===== src/rtl/regfile_sb.sv =====
// regfile_sb: parametrised register file with pending-write scoreboard.
//   Purpose : NRP zero-latency read ports, one synchronous write port, x0 hardwired
//             to zero, optional write-first bypass, and a per-register pending bit
//             set at issue and cleared at writeback for decode hazard checks.
//   Ports   :
//     clk       - clock, all state updates on the rising edge
//     rst_n     - asynchronous active-low reset, clears all state
//     rd_addr   - NRP packed read addresses, port i at [i*AW +: AW]
//     rd_data   - NRP packed read data, port i at [i*XLEN +: XLEN] (combinational)
//     rd_busy   - per-port: addressed register has an outstanding write (combinational)
//     wr_en     - write enable
//     wr_addr   - write address
//     wr_data   - write data
//     iss_en    - issue strobe, marks iss_addr pending
//     iss_addr  - destination register of the issuing instruction
//     pend_cnt  - registered count of pending registers
//     busy_any  - registered, pend_cnt != 0
module regfile_sb #(
    parameter int unsigned XLEN   = 32,
    parameter int unsigned NREG   = 32,
    parameter int unsigned NRP    = 2,
    parameter int unsigned BYPASS = 1,
    localparam int unsigned AW    = $clog2(NREG),
    localparam int unsigned CW    = AW + 1
) (
    input  logic                clk,
    input  logic                rst_n,
    input  logic [NRP*AW-1:0]   rd_addr,
    output logic [NRP*XLEN-1:0] rd_data,
    output logic [NRP-1:0]      rd_busy,
    input  logic                wr_en,
    input  logic [AW-1:0]       wr_addr,
    input  logic [XLEN-1:0]     wr_data,
    input  logic                iss_en,
    input  logic [AW-1:0]       iss_addr,
    output logic [CW-1:0]       pend_cnt,
    output logic                busy_any
);

    logic [XLEN-1:0] r_rf [NREG];
    logic [NREG-1:0] r_pend;
    logic [CW-1:0]   r_cnt;
    logic            r_busy_any;

    logic            w_wr_do;
    logic            w_wr_fwd;
    logic            w_set;
    logic            w_clr;
    logic            w_inc;
    logic            w_dec;
    logic [NREG-1:0] w_pend_nxt;
    logic [CW-1:0]   w_cnt_nxt;

    // Architectural write qualifier: x0 writes are dropped.
    assign w_wr_do  = wr_en && (wr_addr != '0);
    // Forwarding/clear-visibility qualifier; suppressed while reset is held so
    // reads stay zero during reset even if wr_en is asserted.
    assign w_wr_fwd = wr_en && rst_n;

    assign w_set = iss_en && (iss_addr != '0);
    assign w_clr = w_wr_do;

    // Register storage; entry 0 is never written and stays zero after reset.
    always_ff @(posedge clk or negedge rst_n) begin
        if (!rst_n) begin
            for (int unsigned i = 0; i < NREG; i++) begin
                r_rf[i] <= '0;
            end
        end else if (w_wr_do) begin
            r_rf[wr_addr] <= wr_data;
        end
    end

    // Next pending vector: clear first, then set, so a same-register
    // issue/writeback leaves the bit set (the issuing writer is younger).
    always_comb begin
        w_pend_nxt = r_pend;
        if (w_clr) begin
            w_pend_nxt[wr_addr] = 1'b0;
        end
        if (w_set) begin
            w_pend_nxt[iss_addr] = 1'b1;
        end
        w_pend_nxt[0] = 1'b0;
    end

    // Count delta: increment only on a 0->1 transition, decrement only on a
    // real 1->0 transition (a clear overridden by a same-register set is not).
    always_comb begin
        w_inc     = w_set && !r_pend[iss_addr];
        w_dec     = w_clr && r_pend[wr_addr] && !(w_set && (iss_addr == wr_addr));
        w_cnt_nxt = r_cnt + CW'(w_inc) - CW'(w_dec);
    end

    // Scoreboard state.
    always_ff @(posedge clk or negedge rst_n) begin
        if (!rst_n) begin
            r_pend     <= '0;
            r_cnt      <= '0;
            r_busy_any <= 1'b0;
        end else begin
            r_pend     <= w_pend_nxt;
            r_cnt      <= w_cnt_nxt;
            r_busy_any <= (w_cnt_nxt != '0);
        end
    end

    assign pend_cnt = r_cnt;
    assign busy_any = r_busy_any;

    // Read ports, each fully independent.
    for (genvar p = 0; p < NRP; p++) begin : g_rd
        logic [AW-1:0]   w_ra;
        logic            w_zero;
        logic            w_hit;
        logic [XLEN-1:0] w_rdata;

        assign w_ra   = rd_addr[p*AW +: AW];
        assign w_zero = (w_ra == '0);
        assign w_hit  = w_wr_fwd && (wr_addr == w_ra);

        // Write-first forwarding only when BYPASS is enabled.
        assign w_rdata = w_zero                     ? '0      :
                         ((BYPASS != 0) && w_hit)   ? wr_data :
                                                      r_rf[w_ra];

        assign rd_data[p*XLEN +: XLEN] = w_rdata;

        // A writeback in this cycle retires the hazard immediately,
        // regardless of BYPASS; a same-cycle issue is not yet visible.
        assign rd_busy[p] = !w_zero && r_pend[w_ra] && !w_hit;
    end

endmodule

===== config.mk =====
export PLATFORM = sky130hd
export DESIGN_NAME = regfile_sb
export DESIGN_NICKNAME = d
export VERILOG_FILES = /design/src/rtl/regfile_sb.sv
export SDC_FILE = /design/constraint.sdc
export NUM_CORES = 2
export LEC_CHECK = 0
export ABC_CLOCK_PERIOD_IN_PS = 8200
export CORE_MARGIN = 2
export CORE_UTILIZATION = 50
export DETAILED_ROUTE_END_ITERATION = 12
export PLACE_DENSITY = 0.64
export SYNTH_ARGS = -nofsm -noshare
export SYNTH_HDL_FRONTEND = slang
export SYNTH_SLANG_ARGS = --single-unit
export TNS_END_PERCENT = 1

===== constraint.sdc =====
create_clock -name clk -period 8.2 [get_ports clk]
set_input_delay 1.64 -clock clk [delete_from_list [all_inputs] [get_ports clk]]
set_output_delay 1.64 -clock clk [all_outputs]
set_load 0.01 [all_outputs]

== After elaboration in Yosys (flattened, before gate mapping) ==
Cells that the tools add are included.

* Logic and storage cells: 110
* Register bits after elaboration: 1,062
* Input port bits: 56

* Mux-type cells: 27
* Bitwise gates (word level): 6
* Reductions and logical operators: 27
* $add $sub $neg: 2
* Equal/unequal tests: 3
* Order comparisons: 10

{| class="wikitable"
|+ Operators by type and width
! operator !! number
|-
| $bwmux 1024 || 1
|-
| $mux 32 || 11
|-
| $bmux 32 s5 || 2
|-
| $demux 32 s5 || 1
|-
| $and 32x32->32 || 1
|-
| $not 32->32 || 1
|-
| $or 32x32->32 || 1
|-
| $lt 5x6->1 const B || 4
|-
| $bmux 1 s5 || 4
|-
| $ge 6x6->1 const B || 3
|-
| $not 5->6 || 3
|-
| $logic_and 1x1->1 || 16
|-
| $eq 5x5->1 || 3
|-
| $demux 1 s5 || 2
|-
| $ge 5x1->1 const B || 2
|-
| $logic_not 5->1 || 2
|-
| $reduce_bool 5->1 || 2
|-
| $add 6x1->6 || 1
|-
| $logic_not 1->1 || 6
|-
| $lt 6x1->1 const B || 1
|-
| $mux 1 || 6
|-
| $reduce_bool 6->1 || 1
|-
| $sub 6x1->6 || 1
|}

== Logic depth before layout (Yosys ltp) ==
* Depth in word-level cells: 9
* Depth in mapped cells: 17
* Depth with buffers taken out: 15

== Least setup slack after synthesis ==
Ideal clock, no wire load.

* Path type: input to register
* Start point: in iss_addr[0]
* End point: reg r_busy_any, in the netlist busy_any
* Library setup time: 146 ps
* Path slack: 2,844 ps
* Required time: 8,054 ps
* Cell stages on the path: 15
* Path buffers: 1
* Arrival time: 5,210 ps
* Path through: clkbuf_1 > mux4_2 > mux4_2 > nor3_1 > a31oi_1 > ha_1 > inv_1 > ha_1 > inv_1 > fa_1 > inv_1 > a21o_1 > a21oi_1 > xnor2_1 > or4b_2

* Longest elaborated chain between the ends: 7
* Elaborated cells between the ends (all ways): 13
* Classes of those cells: 2 x add/sub; 1 x eq/ne; 2 x mux; 8 x reduce/logical

{| class="wikitable"
|+ RTL lines
! element !! RTL line !! source
|-
| from (decl) || 35 || <nowiki>input logic [AW-1:0] iss_addr,</nowiki>
|-
| $bmux 1 s5 or $reduce_bool 5->1 (tied branches) || 90, 60 ||
|-
| $mux 1 (not written as such) or $logic_and 1x1->1 (tied branches) || 90, 60 ||
|-
| $logic_not 1->1 or $logic_and 1x1->1 (tied branches) || 90, 91 ||
|-
| $logic_and 1x1->1 or $logic_not 1->1 (tied branches) || 90, 91 ||
|-
| $add 6x1->6 or $logic_and 1x1->1 (tied branches) || 92, 91 ||
|-
| $sub 6x1->6 * || 92 || <nowiki>w_cnt_nxt = r_cnt + CW'(w_inc) - CW'(w_dec);</nowiki>
|-
| named net w_cnt_nxt[4] || 52 || <nowiki>logic [CW-1:0] w_cnt_nxt;</nowiki>
|-
| $reduce_bool 6->1 * || 104 || <nowiki>r_busy_any <= (w_cnt_nxt != '0);</nowiki>
|-
| to (signal assigned) || 104 ||
|-
| to (decl) || 43 || <nowiki>logic r_busy_any;</nowiki>
|}

The timed path passes the listed nets; every way through them passes the cells marked *. The select of a mux whose other input is x is not followed.
A chain may end at the register's enable or synchronous reset.

== Worst setup path in the final report ==
* Start point: in wr_addr[4]
* End point: out rd_data[31]

* Longest elaborated chain between the ends: 4

{| class="wikitable"
|+ RTL lines
! element !! RTL line !! source
|-
| from (decl) || 32 || <nowiki>input logic [AW-1:0] wr_addr,</nowiki>
|-
| $eq 5x5->1 || 120 || <nowiki>assign w_hit = w_wr_fwd && (wr_addr == w_ra);</nowiki>
|-
| $logic_and 1x1->1 || 120 ||
|-
| $mux 32 || 124 || <nowiki>((BYPASS != 0) && w_hit) ? wr_data :</nowiki>
|-
| $mux 32 || 123 || <nowiki>assign w_rdata = w_zero ? '0 :</nowiki>
|-
| to (decl) || 29 || <nowiki>output logic [NRP*XLEN-1:0] rd_data,</nowiki>
|}

No other way between the ends.

==> results.cfg <==
[detailed_routing]
postRouteAntennaNets = 0
drc = 0
wl_per_cell_um = 33.6
viasPerCell = 6.85
via_count = 37477
dr.pass1.iters = 5
drt-initial-drc-count = 3909
drt_wl_total_um = 184000

[timing]
whs_ns = 0.392
skew_ns = 0.00910
slew_violations = 0
finalCriticalPeriod_ns = 6.92
finalCritPeriodShare = 0.844
finalSetupViolations = 0
worst_pin_slew_ns = 1.23
hold_viol_final = 0
rsz0062_at_grt = false
slew_headroom = 0.175
setup_ws_ns = 1.28
fmax_ghz = 0.144
tns_ns = 0

[clocking]
cts_setup_buffers = 0
cts_hold_buf = 0
clk_pin_slew_ns = 0.06
clkLatencyLatePin_ns = 0.72
cts_resized = 0
numCtsBuffers = 117
h-tree-depth = 3
clock_path_buffers = 3
root_buffer = clkbuf_16
cts_tree = built
cts_sinks = 1062

[worst_hold_path]
hp-class = register to register

[floorplanning]
rows = 124
fp.dieArea_sq_um = 119000
die_w_um = 344
coreArea_sq_um = 115000
start_util = 0.505
die_h_um = 344
ios = 129

[synth]
ys.flop_type = dfrtp_1
synth_top_area_frac = 0.459
synth_cell_types = 61
yosys_warnings = 0
netlist_instances = 3946
yosysTopAreaCell = dfrtp_1
avgSynthCellArea_sq_um = 14.7
syn_area_sq_um = 57900
synth_fp_nets = 4009
async_flop_share = 1.00
seq_area_frac_synth = 0.459
synthTopCellsByArea = dfrtp_1 46%, mux4_2 19%, mux2_2 19%
synth_edf_count = 0
ys_seq_elements = 1062

[worst_setup_path]
cp_max_fo = 14
cp-start-kind = input pin
crit_arrival_ns = 5.28
crit_top_cell = clkdlybuf4s50_1
path_cells = clkdlybuf4s50_1, xnor2_1, nand4_1, or2_1, nor2_4, buf_4, a221o_1, clkdlybuf4s50_1
endpoint_kind = primary output
critical_path.slowest_cell = clkdlybuf4s50_1
critical-path-top-delay-family = buffers and inverters
critPathBufInv = 3
worst_ep_required_time_ns = 6.56
critPathKind = input pin to primary output
slowest_delay_ns = 0.90

[flow_run]
cap_violations = 0

[power_and_ir_drop]
p_seq_frac = 0.439
leakage_nw = 27.8
p_switching_mw = 4.44
swShare = 0.278
irDropWorstVdd_mv = 0.188
p_per_area_nw_per_um2 = 248
power_frac_comb = 0.221
clockPowerShare = 0.341
p_int_mw = 11.5

[layout]
n_fill_cell = 9186
final_nets = 3920
area_delta_synth_final_pct = 11.2
drive_above_1_share = 0.467

[placed_design]
portBuffers = 128
dpl.hpwl_um = 101000
finalWeightedCongestion = 0.817
dp_slack_ns = 1.30

[global_routing]
grt_max_degree = 162
grt-ovfl-total = 0
antenna_found_initial = 5
grt_pass1_wl_um = 270000
grt_pass1_vias = 37790
grt_usage = 0.314

[outcome]
outcome = complete, no violations
-- area by class of cell --
cell class,count,area (sq um),share of cell area
multi-input cells,2422,29500,0.459
flip-flops and latches,1062,26600,0.413
repair buffers,238,2320,0.0361
well taps,1512,1890,0.0294
inverters,16,61.3,0.000953
diodes,2,5.00,0.0000778
clock buffers,187,3650,0.0567
clock inverters,33,327,0.00508
-- worst register-to-register path, stage by stage, from the launching register on --
cell     delay (ns)
dfrtp_1        0.42
mux4_2         0.51
mux4_2         0.51
nor3_1         0.14
a31oi_1        0.06
ha_1           0.31
inv_1          0.06
ha_1           0.15
inv_1          0.06
fa_1           0.43
inv_1          0.07
a21o_1         0.11
a21oi_1        0.07
xnor2_1        0.14
or4b_2         0.65
-- power by group through the flow --
| stage | combinational, mW | clock [mW] | sequential [mW] |
|---|---|---|---|
| finish | 3.52 | 5.44 | 7.00 |
| floorplan | 2.60 | 0 | 6.82 |
| detailed placement | 3.51 | 0 | 7.05 |
| global placement | 3.46 | 0 | 7.00 |
| global route | 3.76 | 5.70 | 7.12 |
| CTS | 3.53 | 5.50 | 6.96 |
-- routing by layer --
metal / vias up / global-route usage / wire [um]
met5: - / 0 / 26
met4: 4 / 0.111 / 7240
met3: 338 / 0.0611 / 13000
met2: 1474 / 0.490 / 86000
met1: 20487 / 0.444 / 77700
li1: 15174 / - / -
-- stage by stage --
stage	std cells	cell area (sq um)	power, mW	utilization
6_report	5472	64300	16.0	0.561
3_5_place_dp	5250	60400	10.6	0.527
2_1_floorplan	3946	57900	9.42	-
4_1_cts	5470	64300	16.0	0.561
3_3_place_gp	5250	60400	10.5	0.527
5_1_grt	5471	64300	16.6	0.561
-- cells by family (layout without fill, tap and decap cells) --
group	Yosys count	after routing	share of synthesized area
muxes	1711	1711	0.425
other	0	2	0
DFF	1062	1062	0.459
buffers and inverters	462	474	0.0358
and+or+nand+nor	277	277	0.0245
xor gates and xnor gates	19	19	0.00287
AOI/OAI and AO/OA	408	408	0.0508
adders and majority gates	7	7	0.00164
-- layout by cell type, fill, tap and decap left out, types with 16 or more instances in the layout --
cell / Yosys / routed
mux2_1: 16 / 16
a211oi_1: 38 / 38
clkbuf_16: 0 / 122
o21ai_0: 69 / 69
a221o_1: 60 / 60
dfrtp_1: 1062 / 1062
clkbuf_1: 252 / 30
nor2b_1: 56 / 55
buf_4: 31 / 96
mux2i_1: 209 / 209
nand2_1: 91 / 72
a221oi_1: 46 / 46
clkinv_2: 0 / 24
buf_12: 0 / 16
a22oi_1: 36 / 36
nor3_1: 21 / 19
o22ai_1: 22 / 22
nand2_4: 0 / 17
a21oi_1: 68 / 68
clkdlybuf4s50_1: 0 / 118
mux2_2: 988 / 988
clkbuf_8: 0 / 35
mux4_2: 498 / 498
and3_1: 18 / 18
nor2_1: 34 / 21
-- final timing paths --
kind,endpoint,slack [ns],startpoint,cells after the start
max in group asynchronous,r_rf[840],4.52,rst_n,4
min in group asynchronous,r_rf[444],0.88,rst_n,1
hold / removal,r_rf[1019],0.39,r_rf[1019],0
hold reg to reg,r_rf[1019],0.39,r_rf[1019],0
setup / recovery,rd_data[31],1.28,wr_addr[4],8
setup reg to reg,busy_any,4.35,r_pend[24],14
-- synthesized netlist by cell type, types with 16 or more instances --
library cell	number
a21oi_1	68
a221oi_1	46
nor2_1	34
mux2_2	988
clkbuf_1	252
nor2b_1	56
buf_2	107
nor3_1	21
mux4_2	498
a22oi_1	36
mux2_1	16
nand2_1	91
a211oi_1	38
dfrtp_1	1062
a221o_1	60
buf_4	31
o22ai_1	22
o21ai_0	69
buf_1	44
and3_1	18
mux2i_1	209
-- state kept, by name, indices dropped and copies added, names as in the netlist --
register,cells
busy_any,1
r_pend,31
pend_cnt,6
r_rf,1024
Power figures use the tool's default switching activity.
